===== src/rtl/shift_register_piso_tx.sv =====
`default_nettype none
// ============================================================================
//  Module   : shift_register_piso_tx
//  Brief    : Parallel-in serial-out transmitter with valid/ready word intake,
//             bit-valid and last-bit qualifiers, and optional inter-word gap.
//  Revision : 1.0 - initial release
// ============================================================================
module shift_register_piso_tx #(
    parameter int WIDTH     = 4,
    parameter int MSB_FIRST = 1,
    parameter int GAP       = 0
) (
    input  logic             clk,
    input  logic             clr,
    input  logic [WIDTH-1:0] din_data,
    input  logic             din_valid,
    output logic             din_ready,
    output logic             sout,
    output logic             sout_valid,
    output logic             sout_last,
    output logic             busy
);

    localparam int                 c_CNT_W    = (WIDTH > 2) ? $clog2(WIDTH) : 1;
    localparam logic [c_CNT_W-1:0] c_LAST     = c_CNT_W'(WIDTH - 1);
    localparam bit                 c_NO_GAP   = (GAP == 0);
    localparam logic [3:0]         c_GAP_INIT = (GAP > 0) ? 4'(GAP - 1) : 4'd0;
    localparam bit                 c_MSB      = (MSB_FIRST != 0);

    typedef enum logic [1:0] {
        S_IDLE  = 2'd0,
        S_SHIFT = 2'd1,
        S_GAP   = 2'd2
    } state_t;

    state_t             r_state;
    logic [c_CNT_W-1:0] r_cnt;
    logic [3:0]         r_gap;
    logic [WIDTH-1:0]   r_shreg;
    logic               r_sout;
    logic               r_sout_valid;
    logic               r_sout_last;
    logic               r_busy;

    logic               w_last_bit;
    logic               w_ready;
    logic               w_accept;

    // Bit that leaves the word first, and the word with that bit consumed.
    function automatic logic f_head(input logic [WIDTH-1:0] v);
        return c_MSB ? v[WIDTH-1] : v[0];
    endfunction

    function automatic logic [WIDTH-1:0] f_advance(input logic [WIDTH-1:0] v);
        return c_MSB ? {v[WIDTH-2:0], 1'b0} : {1'b0, v[WIDTH-1:1]};
    endfunction

    assign w_last_bit = (r_state == S_SHIFT) && (r_cnt == c_LAST);
    assign w_ready    = !clr && ((r_state == S_IDLE) || (w_last_bit && c_NO_GAP));
    assign w_accept   = w_ready && din_valid;

    always_ff @(posedge clk) begin
        if (clr) begin
            r_state      <= S_IDLE;
            r_cnt        <= '0;
            r_gap        <= '0;
            r_shreg      <= '0;
            r_sout       <= 1'b0;
            r_sout_valid <= 1'b0;
            r_sout_last  <= 1'b0;
            r_busy       <= 1'b0;
        end else begin
            case (r_state)
                S_IDLE: begin
                    if (w_accept) begin
                        r_state      <= S_SHIFT;
                        r_cnt        <= '0;
                        r_shreg      <= f_advance(din_data);
                        r_sout       <= f_head(din_data);
                        r_sout_valid <= 1'b1;
                        r_sout_last  <= 1'b0;
                        r_busy       <= 1'b1;
                    end else begin
                        r_sout       <= 1'b0;
                        r_sout_valid <= 1'b0;
                        r_sout_last  <= 1'b0;
                        r_busy       <= 1'b0;
                    end
                end

                S_SHIFT: begin
                    if (!w_last_bit) begin
                        r_cnt        <= r_cnt + 1'b1;
                        r_shreg      <= f_advance(r_shreg);
                        r_sout       <= f_head(r_shreg);
                        r_sout_valid <= 1'b1;
                        r_sout_last  <= ((r_cnt + 1'b1) == c_LAST);
                        r_busy       <= 1'b1;
                    end else if (!c_NO_GAP) begin
                        r_state      <= S_GAP;
                        r_cnt        <= '0;
                        r_gap        <= c_GAP_INIT;
                        r_sout       <= 1'b0;
                        r_sout_valid <= 1'b0;
                        r_sout_last  <= 1'b0;
                        r_busy       <= 1'b1;
                    end else if (w_accept) begin
                        // Reload on the last-bit edge keeps the serial stream gapless.
                        r_state      <= S_SHIFT;
                        r_cnt        <= '0;
                        r_shreg      <= f_advance(din_data);
                        r_sout       <= f_head(din_data);
                        r_sout_valid <= 1'b1;
                        r_sout_last  <= 1'b0;
                        r_busy       <= 1'b1;
                    end else begin
                        r_state      <= S_IDLE;
                        r_cnt        <= '0;
                        r_sout       <= 1'b0;
                        r_sout_valid <= 1'b0;
                        r_sout_last  <= 1'b0;
                        r_busy       <= 1'b0;
                    end
                end

                S_GAP: begin
                    r_sout       <= 1'b0;
                    r_sout_valid <= 1'b0;
                    r_sout_last  <= 1'b0;
                    if (r_gap == 4'd0) begin
                        r_state <= S_IDLE;
                        r_busy  <= 1'b0;
                    end else begin
                        r_gap   <= r_gap - 1'b1;
                        r_busy  <= 1'b1;
                    end
                end

                default: begin
                    r_state      <= S_IDLE;
                    r_cnt        <= '0;
                    r_gap        <= '0;
                    r_sout       <= 1'b0;
                    r_sout_valid <= 1'b0;
                    r_sout_last  <= 1'b0;
                    r_busy       <= 1'b0;
                end
            endcase
        end
    end

    assign din_ready  = w_ready;
    assign sout       = r_sout;
    assign sout_valid = r_sout_valid;
    assign sout_last  = r_sout_last;
    assign busy       = r_busy;

endmodule
`default_nettype wire


===== config.mk =====
export PLATFORM = sky130hd
export DESIGN_NAME = shift_register_piso_tx
export DESIGN_NICKNAME = d
export VERILOG_FILES = /design/src/rtl/shift_register_piso_tx.sv
export SDC_FILE = /design/constraint.sdc
export NUM_CORES = 1
export LEC_CHECK = 0
export BUFFER_PORTS_ARGS = -buffer_cell sky130_fd_sc_hd__buf_4
export CORE_MARGIN = 2
export CORE_UTILIZATION = 25
export CTS_CLUSTER_DIAMETER = 40
export CTS_CLUSTER_SIZE = 8
export DETAILED_ROUTE_END_ITERATION = 8
export GPL_TIMING_DRIVEN = 0
export PLACE_DENSITY = 0.51
export SYNTH_ARGS = -nofsm -noshare
export SYNTH_HDL_FRONTEND = slang
export SYNTH_SLANG_ARGS = --single-unit

===== constraint.sdc =====
create_clock -name clk -period 1.2 [get_ports clk]
set_input_delay 0.12 -clock clk [delete_from_list [all_inputs] [get_ports clk]]
set_output_delay 0.12 -clock clk [all_outputs]
set_load 0.02 [all_outputs]

==> results_dict.tcl <==
set metrics [dict create \
    maxCapViolCount 0 \
    ys_types 18 \
    antenna_cells 0 \
    synth_nets 52 \
    dieHeight_um 45.4 \
    tightest_slew_ns 0.227 \
    fmax_ghz 0.760 \
    pre_cts_ws_ns 0.0905 \
    cts_tree "yes" \
    grt-ovfl-total 0 \
    grt_pass1_wl_um 1300 \
    worst_slack_ns -0.116 \
    yosys_warnings 0 \
    syn2layout_area_growth_pct 38.0 \
    final-hold-violation-count 0 \
    arrival_ns 1.20 \
    p_leak_uw 0.000264 \
    met1_usage 0.122 \
    fin_setup_tns_ns -0.116 \
    first_iter_violations 0 \
    drt-total-wl_um 841 \
    initial_core_util 0.274 \
    cts_buffers 3 \
    setup_violations 1 \
    holdWs_ns 0.0120 \
    rsz0062_at_grt "true" \
    crit_buf_inv 1 \
    crit_type "reg -> out" \
    slowest_delay_ns 0.33 \
    ios 12 \
    grt_util_met3 0.0595 \
    firstDrtPassIters 1 \
    postSynth.asyncResetShare 0 \
    ys_seq_area_frac 0.468 \
    avgViaCountPerCell 4.53 \
    port_buffers 10 \
    clk_path_buf_depth 2 \
    ys_ff_latch 10 \
    row_count 14 \
    crit_fanout 3 \
    final_max_slew_viol_count 0 \
    nNetsFinal 69 \
    synth-edff-count 0 \
    die-area_um2 2060 \
    grt_max_degree 11 \
    drcViolationCount 0 \
    cts_sinks 10 \
    outcome "finished with violations" \
    hpwl_um 585 \
    critPathRequiredTime_ns 1.08 \
    clk_pin_slew_worst_paths_ns 0.07 \
    grt_usage 0.0969 \
    power_uw 788 \
    wl_per_cell_um 11.2 \
    cp_top_family "flip-flops" \
    grt-busiest-layer "met2" \
    violations "negative setup slack" \
    peakVddDrop_v 0.000591 \
    antenna_found_initial 0 \
    cpMaxStageDelayCell "dfxtp_2" \
    postCtsHoldBufs 0 \
    hold_path.class "in -> reg" \
    worst_skew_pair.late_latency_ns 0.27 \
    synthFlopType "dfxtp_1" \
    fillers 158 \
    fin_worst_skew_ns 0.00477 \
    fin_crit_sh 1.10 \
    via_count 340 \
    place.gp.congestion 0.647 \
    end_kind "primary output" \
    final_cell_mix "buf_4 (13), dfxtp_1 (8), nor2_1 (6)" \
    postRouteAntennaNets 0 \
    crit_chain "ha_1, and2b_2, nor2_4, buf_6" \
    final_common_cell "buf_4" \
    die_x_um 45.4 \
    relSlewSlack 0.849 \
    synthCells 43 \
    use_met2 0.126 \
    cts_max_level 1 \
    drive_gt1_frac 0.475 \
    coreArea_um2 1560 \
    syn_avg_cell_area_um2 9.95 \
    cp-start-kind "register" \
    cellPowerDensity_nw_per_um2 1330 \
    grt_pass1_vias 297 \
    min_period_ns 1.32 \
    cts-root-buf "clkbuf_4" \
    netlist_area_um2 428 \
]
-- sequential cells by signal, summed over array words and instances (netlist names) --
register / count
r_cnt: 2
r_shreg: 4
r_state: 1
sout: 1
sout_last: 1
sout_valid: 1
-- per-stage QoR --
| step | utilization | instances | cell area, um2 |
|---|---|---|---|
| 2_1_floorplan | - | 43 | 428 |
| 5_1_grt | 0.379 | 75 | 591 |
| 6_report | 0.379 | 75 | 591 |
| 3_3_place_gp | 0.335 | 69 | 523 |
| 4_1_cts | 0.365 | 74 | 569 |
| 3_5_place_dp | 0.335 | 69 | 523 |
-- Yosys cell counts (2+ instances only) --
cell      instances  area (um2)
nor3b_1           2        15.0
nor2_1            8        30.0
a21oi_1           2        10.0
ha_1              2        25.0
inv_1             2        7.51
a211oi_1          3        22.5
dfxtp_1          10         200
mux2i_1           3        30.0
buf_4             2        15.0
-- routing by layer --
layer  share of wire  routed length (um)
met5               0                   0
met4               0                   0
met3           0.051                  43
met2            0.46                 385
met1            0.49                 412
-- cells by family (layout without fill, tap and decap cells) --
logic type | count (synthesis) | after routing | synth area share
multiplexers | 3 | 3 | 0.0702
adder cells (fa/ha/maj) | 2 | 2 | 0.0585
AO/OA/AOI/OAI | 6 | 6 | 0.102
AND/OR/NAND/NOR | 16 | 16 | 0.211
flip-flops | 10 | 10 | 0.468
buffers and inverters | 6 | 22 | 0.0906
-- repair_timing --
| item | 4_1_cts | 5_1_grt |
|---|---|---|
| pin swaps | 0 | 0 |
| endpoints found under the setup margin | 1 | 1 |
| resized for setup | 2 | 4 |
| buffers inserted | 1 | 1 |
-- layout make-up --
type | count | area [um2] | share of cell area
buffer | 4 | 31.3 | 0.0530
clock buffer | 4 | 36.3 | 0.0614
inverter | 2 | 7.51 | 0.0127
multi-input combinational | 27 | 199 | 0.337
sequential | 10 | 203 | 0.343
tap | 16 | 20.0 | 0.0339
timing repair buffer | 12 | 93.8 | 0.159
-- path summary, 6_finish.rpt --
path,to,cells past startpoint,slack (ns),startpoint
worst min-delay path,r_shreg[0]$_SDFF_PP0_,2,0.01,clr
worst max-delay path,din_ready,4,-0.12,r_cnt[0]$_SDFFE_PP0P_
worst min register to register,sout$_SDFF_PP0_,2,0.47,r_shreg[3]$_SDFF_PP0_
worst max register to register,r_shreg[0]$_SDFF_PP0_,4,0.04,r_cnt[0]$_SDFFE_PP0P_
-- power by group --
group | total [uW] | internal [uW] | leakage [uW] | switching, uW
logic | 121 | 61.9 | 0.000159 | 59.2
clock network | 304 | 184 | 0.0000210 | 120
registers | 363 | 351 | 0.0000832 | 11.3
(Power assumes the default switching activity.)
